File: config.mk
export PLATFORM = sky130hd
export DESIGN_NAME = level_sequencer
export DESIGN_NICKNAME = d
export VERILOG_FILES = /design/src/rtl/level_sequencer.sv
export SDC_FILE = /design/constraint.sdc
export NUM_CORES = 1
export LEC_CHECK = 0
export ABC_AREA = 0
export CAP_MARGIN = 20
export CORE_UTILIZATION = 40
export DETAILED_ROUTE_END_ITERATION = 10
export PLACE_DENSITY = 0.78
export SLEW_MARGIN = 20
export SYNTH_ARGS = -nofsm -noshare
export SYNTH_HDL_FRONTEND = slang
export SYNTH_SLANG_ARGS = --single-unit
export TNS_END_PERCENT = 100
File: constraint.sdc
create_clock -name frame_clk -period 13.7 [get_ports frame_clk]
set_input_delay 2.74 -clock frame_clk [delete_from_list [all_inputs] [get_ports frame_clk]]
set_output_delay 2.74 -clock frame_clk [all_outputs]
set_load 0.005 [all_outputs]
File: src/rtl/level_sequencer.sv
// Game-flow controller: sequences idle/play/death/level-up phases and
// drives per-row traffic configuration, level, lives and score.

module level_sequencer_row #(
  parameter int ROW = 0
) (
  input  logic       frame_clk,
  input  logic       Reset,
  input  logic       i_load,
  input  logic [3:0] i_level,
  output logic [2:0] o_cars,
  output logic [7:0] o_gap,
  output logic [5:0] o_speed,
  output logic       o_dir
);
  localparam logic [7:0] ROW8 = 8'(ROW);

  typedef struct packed {
    logic [2:0] cars;
    logic [7:0] gap;
    logic [5:0] speed;
    logic       dir;
  } cfg_t;

  function automatic cfg_t cfg_of(input logic [3:0] lvl);
    logic [7:0] sum, cars, spd;
    cfg_t c;
    sum  = {4'b0, lvl} + ROW8;
    cars = 8'd1 + (sum >> 1);
    if (cars > 8'd4) cars = 8'd4;
    spd  = ({4'b0, lvl} << 1) + ROW8;
    if (spd > 8'd32) spd = 8'd32;
    c.cars  = cars[2:0];
    c.gap   = 8'd200 - cars * 8'd40;
    c.speed = spd[5:0];
    c.dir   = ROW8[0] ^ lvl[0];
    return c;
  endfunction

  cfg_t r_cfg;

  // Only reloaded on re-seed edges so traffic is constant for the whole level.
  always_ff @(posedge frame_clk or posedge Reset) begin
    if (Reset)       r_cfg <= cfg_of(4'd1);
    else if (i_load) r_cfg <= cfg_of(i_level);
  end

  assign o_cars  = r_cfg.cars;
  assign o_gap   = r_cfg.gap;
  assign o_speed = r_cfg.speed;
  assign o_dir   = r_cfg.dir;
endmodule

module level_sequencer #(
  parameter int NUM_ROWS     = 5,
  parameter int MAX_LEVEL    = 8,
  parameter int START_LIVES  = 3,
  parameter int DEATH_FRAMES = 60
) (
  input  logic                     frame_clk,
  input  logic                     Reset,
  input  logic                     Start,
  input  logic [NUM_ROWS-1:0]      Car_Collision,
  input  logic                     Frog_Home,
  output logic [NUM_ROWS-1:0][2:0] Row_Number_Cars,
  output logic [NUM_ROWS-1:0][7:0] Row_Gap_Size,
  output logic [NUM_ROWS-1:0][5:0] Row_Speed,
  output logic [NUM_ROWS-1:0]      Row_Direction,
  output logic                     Row_Reset,
  output logic                     Frog_Respawn,
  output logic [3:0]               Level,
  output logic [2:0]               Lives,
  output logic [15:0]              Score,
  output logic [2:0]               Game_State
);
  typedef enum logic [2:0] {
    S_IDLE      = 3'd0,
    S_PLAY      = 3'd1,
    S_DYING     = 3'd2,
    S_LEVEL_UP  = 3'd3,
    S_GAME_OVER = 3'd4
  } state_t;

  localparam logic [3:0] MAXL   = 4'(MAX_LEVEL);
  localparam logic [2:0] LIVES0 = 3'(START_LIVES);
  localparam logic [7:0] TLOAD  = 8'(DEATH_FRAMES - 1);

  state_t      r_state, w_state_nx;
  logic [3:0]  r_level, w_level_nx;
  logic [2:0]  r_lives, w_lives_nx;
  logic [15:0] r_score, w_score_nx;
  logic [7:0]  r_timer, w_timer_nx;
  logic        r_row_reset, w_row_reset_nx;
  logic        r_frog_respawn, w_frog_respawn_nx;

  always_ff @(posedge frame_clk or posedge Reset) begin
    if (Reset) begin
      r_state        <= S_IDLE;
      r_level        <= 4'd1;
      r_lives        <= LIVES0;
      r_score        <= 16'd0;
      r_timer        <= 8'd0;
      r_row_reset    <= 1'b0;
      r_frog_respawn <= 1'b0;
    end else begin
      r_state        <= w_state_nx;
      r_level        <= w_level_nx;
      r_lives        <= w_lives_nx;
      r_score        <= w_score_nx;
      r_timer        <= w_timer_nx;
      r_row_reset    <= w_row_reset_nx;
      r_frog_respawn <= w_frog_respawn_nx;
    end
  end

  always_comb begin
    w_state_nx        = r_state;
    w_level_nx        = r_level;
    w_lives_nx        = r_lives;
    w_score_nx        = r_score;
    w_timer_nx        = r_timer;
    w_row_reset_nx    = 1'b0;
    w_frog_respawn_nx = 1'b0;
    case (r_state)
      S_IDLE, S_GAME_OVER: begin
        if (Start) begin
          w_state_nx        = S_PLAY;
          w_level_nx        = 4'd1;
          w_lives_nx        = LIVES0;
          w_score_nx        = 16'd0;
          w_row_reset_nx    = 1'b1;
          w_frog_respawn_nx = 1'b1;
        end
      end
      S_PLAY: begin
        if (|Car_Collision) begin
          w_state_nx = S_DYING;
          w_timer_nx = TLOAD;
          if (r_lives != 3'd0) w_lives_nx = r_lives - 3'd1;
        end else if (Frog_Home) begin
          w_state_nx = S_LEVEL_UP;
        end
      end
      S_DYING: begin
        if (r_timer == 8'd0) begin
          if (r_lives == 3'd0) begin
            w_state_nx = S_GAME_OVER;
          end else begin
            w_state_nx        = S_PLAY;
            w_frog_respawn_nx = 1'b1;
          end
        end else begin
          w_timer_nx = r_timer - 8'd1;
        end
      end
      S_LEVEL_UP: begin
        w_state_nx        = S_PLAY;
        w_score_nx        = r_score + 16'd100;
        w_level_nx        = (r_level >= MAXL) ? r_level : r_level + 4'd1;
        w_row_reset_nx    = 1'b1;
        w_frog_respawn_nx = 1'b1;
      end
      default: w_state_nx = S_IDLE;
    endcase
  end

  for (genvar g = 0; g < NUM_ROWS; g++) begin : g_row
    level_sequencer_row #(.ROW(g)) u_row (
      .frame_clk (frame_clk),
      .Reset     (Reset),
      .i_load    (w_row_reset_nx),
      .i_level   (w_level_nx),
      .o_cars    (Row_Number_Cars[g]),
      .o_gap     (Row_Gap_Size[g]),
      .o_speed   (Row_Speed[g]),
      .o_dir     (Row_Direction[g])
    );
  end

  assign Row_Reset    = r_row_reset;
  assign Frog_Respawn = r_frog_respawn;
  assign Level        = r_level;
  assign Lives        = r_lives;
  assign Score        = r_score;
  assign Game_State   = r_state;
endmodule
==> impl_metrics.yaml <==
setup_path:
  endpoint_kind: "register"
  crit_buf_inv: 3
  crit_required_ns: 13.94
  crit_family: "simple AND/OR/NAND/NOR gates"
  cpMaxStageDelayCell: "nor3b_1"
  cp.arrival_ns: 7.82
  worstPathMaxFanout: 13
  path_cells: "clkdlybuf4s50_1 > nor3b_1 > or3_1 > nand2_1 > ha_1 > xnor2_1 > a221oi_1 > or3_1 > ha_1 > inv_1 > nand3_1 > or4_1 > and4_1 > nand2b_2 > inv_2 > ha_1 > ha_1 > xnor2_1 > xnor2_1 > xnor2_1 > mux2_4"
  path_class: "input pin to register"
  startpoint_type: "input pin"
  max_stage_delay_ns: 0.69
grt:
  antenna_found_initial: 0
  grt_pass1_wl_um: 20490
  track_usage: 0.1824
  globalRoute.totalOverflow: 0
  grt_max_degree: 64
  grt_pass1_vias: 4189
clocking:
  cts_tree: "built"
  h-tree-depth: 3
  cts_buffers: 9
  cts.sink_count: 89
  cts_hold_buf: 0
  cts_setup_buffers: 0
  clkTransAtPathRegs_ns: 0.07
  clk_latency_ns: 0.35
  cts.path.max_buffers: 2
  cts-root-buf: "clkbuf_16"
  cts_resized: 0
sta:
  max_slew_margin: 0.4565
  finalHoldViolations: 0
  fin_setup_tns_ns: 0
  fmax_mhz: 132.1
  rsz0062_at_grt: "false"
  whs_ns: 0.4537
  fin_worst_skew_ns: 0.008452
  fin_crit_ns: 7.573
  drv_slew: 0
  worst_pin_slew_ns: 0.8134
  finalSetupViolCount: 0
  fin_crit_sh: 0.5528
yosys:
  synth_flop_cell: "dfrtp_1"
  ys_top_cells_by_area: "dfrtp_1 (29%), dfstp_2 (13%), ha_1 (8.5%), nand2_1 (5.6%), buf_4 (5.4%)"
  yosys.area_share.simple: 0.1964
  synth-compound-area-share: 0.1630
  yosysTopAreaCell: "dfrtp_1"
  synth_top_family_by_area: "simple AND/OR/NAND/NOR gates"
  synth_cell_types: 70
  seq_area_frac_synth: 0.4139
  syn_area_um2: 5459
  synthXorXnorAreaFrac: 0.03851
  muxShareOfSynthArea: 0.008480
  ys_warn_count: 0
  synth_edf_count: 0
  synth-seq-cells: 89
  synth-adder-area-share: 0.08480
  synth_top_cell_area_share: 0.2888
  synth.avg_cell_area_um2: 9.008
  synth_cells: 606
  async_reset_ff_frac: 1.000
power:
  max-vdd-ir-drop_mv: 0.1222
  p_per_area_nw_per_um2: 289.9
  leakage_nw: 2.998
min_path:
  hold_path.class: "register to register"
die:
  fp.dieH_um: 118.8
  start_util: 0.4106
  ios: 127
  die_x_um: 118.8
  fp-row-count: 42
  die_area_um2: 14120
  coreArea_um2: 13300
job:
  maxCapViolCount: 0
cells_and_area:
  final_util: 0.5072
  layout-drive-gt1-share: 0.08551
  fin_nets: 731
  layout_commonest_cell: "clkdlybuf4s50_1"
  most-common-layout-cells: "clkdlybuf4s50_1 (103), nand2_1 (82), dfrtp_1 (63)"
  area_delta_synth_final_pct: 23.54
  antenna_cells: 0
routing:
  drt_pass1_iterations: 6
  wirelength_um: 12240
  drt_iter0_drc: 298
  antenna_left: 0
  drc: 0
  num_vias: 4481
  wl_per_cell_um: 14.13
  vias_per_cell: 5.174
run_status:
  status: "completed"
placement:
  dpl.hpwl_um: 8667
  globalplace.congestion: 0.9073
  io_buffers: 103
synth_stat cells, types with 5 or more instances:
master and n:
xnor2_1 22, buf_4 39, ha_1 37, nor2_1 54, o21ai_0 49, nor2b_1 7, or3_1 6, a31oi_1 9
buf_2 7, nand2_1 82, nand4_1 7, o31ai_1 7, nand3_1 18, a21o_1 7, dfstp_2 26, dfrtp_1 63
a21oi_1 24, clkbuf_1 14, inv_1 27, nor3_1 12, and3_1 5
tightest hold or removal path, cell delays in order (launching register included):
cell and delay, ns:
dfstp_2 0.37, nand2_1 0.05, nand2_1 0.04
path summary, 6_finish.rpt:
kind,start,to,slack [ns],cells after the start
max,Start,g_row[1].u_row.o_gap[7],6.13,21
min,g_row[0].u_row.o_gap[5],g_row[0].u_row.o_gap[5],0.45,2
max reg2reg,Game_State[1],g_row[1].u_row.o_gap[7],8.42,20
min reg2reg,g_row[0].u_row.o_gap[5],g_row[0].u_row.o_gap[5],0.45,2
max in group asynchronous,Reset,r_timer[7],9.82,3
min in group asynchronous,Reset,g_row[2].u_row.o_cars[0],2.81,2
sequential cells by signal, summed over array words and instances, names as in the netlist:
register and cells:
Frog_Respawn 1, Game_State 3, Level 4, Lives 3, Row_Reset 1, Score 14
g_row.u_row.o_cars 15, g_row.u_row.o_dir 1, g_row.u_row.o_gap 20, g_row.u_row.o_speed 19, r_timer 8
report_power, final:
| part | internal, mW | switching (mW) |
|---|---|---|
| clock network | 0.151 | 0.103 |
| logic | 0.592 | 0.627 |
| registers | 0.397 | 0.0847 |
| total | 1.14 | 0.815 |
metal layers:
layer	global-route usage	vias up	routed length, um
met3	0.05795	33	775
li1	-	2204	-
met4	0.07199	0	309
met5	0	-	0
met1	0.2337	2107	5550
met2	0.2858	137	5602
layout make-up:
class,count,area (um^2)
fillers,1233,6551
multi-input cells,450,2790
flip-flops and latches,89,2260
repair buffers,106,1054
clock buffers,12,256.5
well taps,176,220.2
inverters,29,112.6
clock inverters,4,51.30
cells by family (layout without fill, tap and decap cells):
family / count (synthesis) / count (layout)
AND/OR/NAND/NOR: 223 / 223
other: 2 / 27
buffers and inverters: 92 / 151
multiplexers: 4 / 4
adder cells (fa/ha/maj): 37 / 37
AO/OA/AOI/OAI: 135 / 135
XOR/XNOR: 24 / 24
flip-flops: 89 / 89
through the flow:
step                      worst slack, ns  cells  power (mW)  area (um^2)
after floorplan                     7.077    631       1.327         5553
after global placement              5.985    850       1.674         6436
final                               6.127    866       1.955         6744
after global routing                5.668    866       2.145         6744
after CTS                           6.162    866       1.976         6744
after detailed placement            5.788    850       1.710         6436
Power figures use the tool's default switching activity.
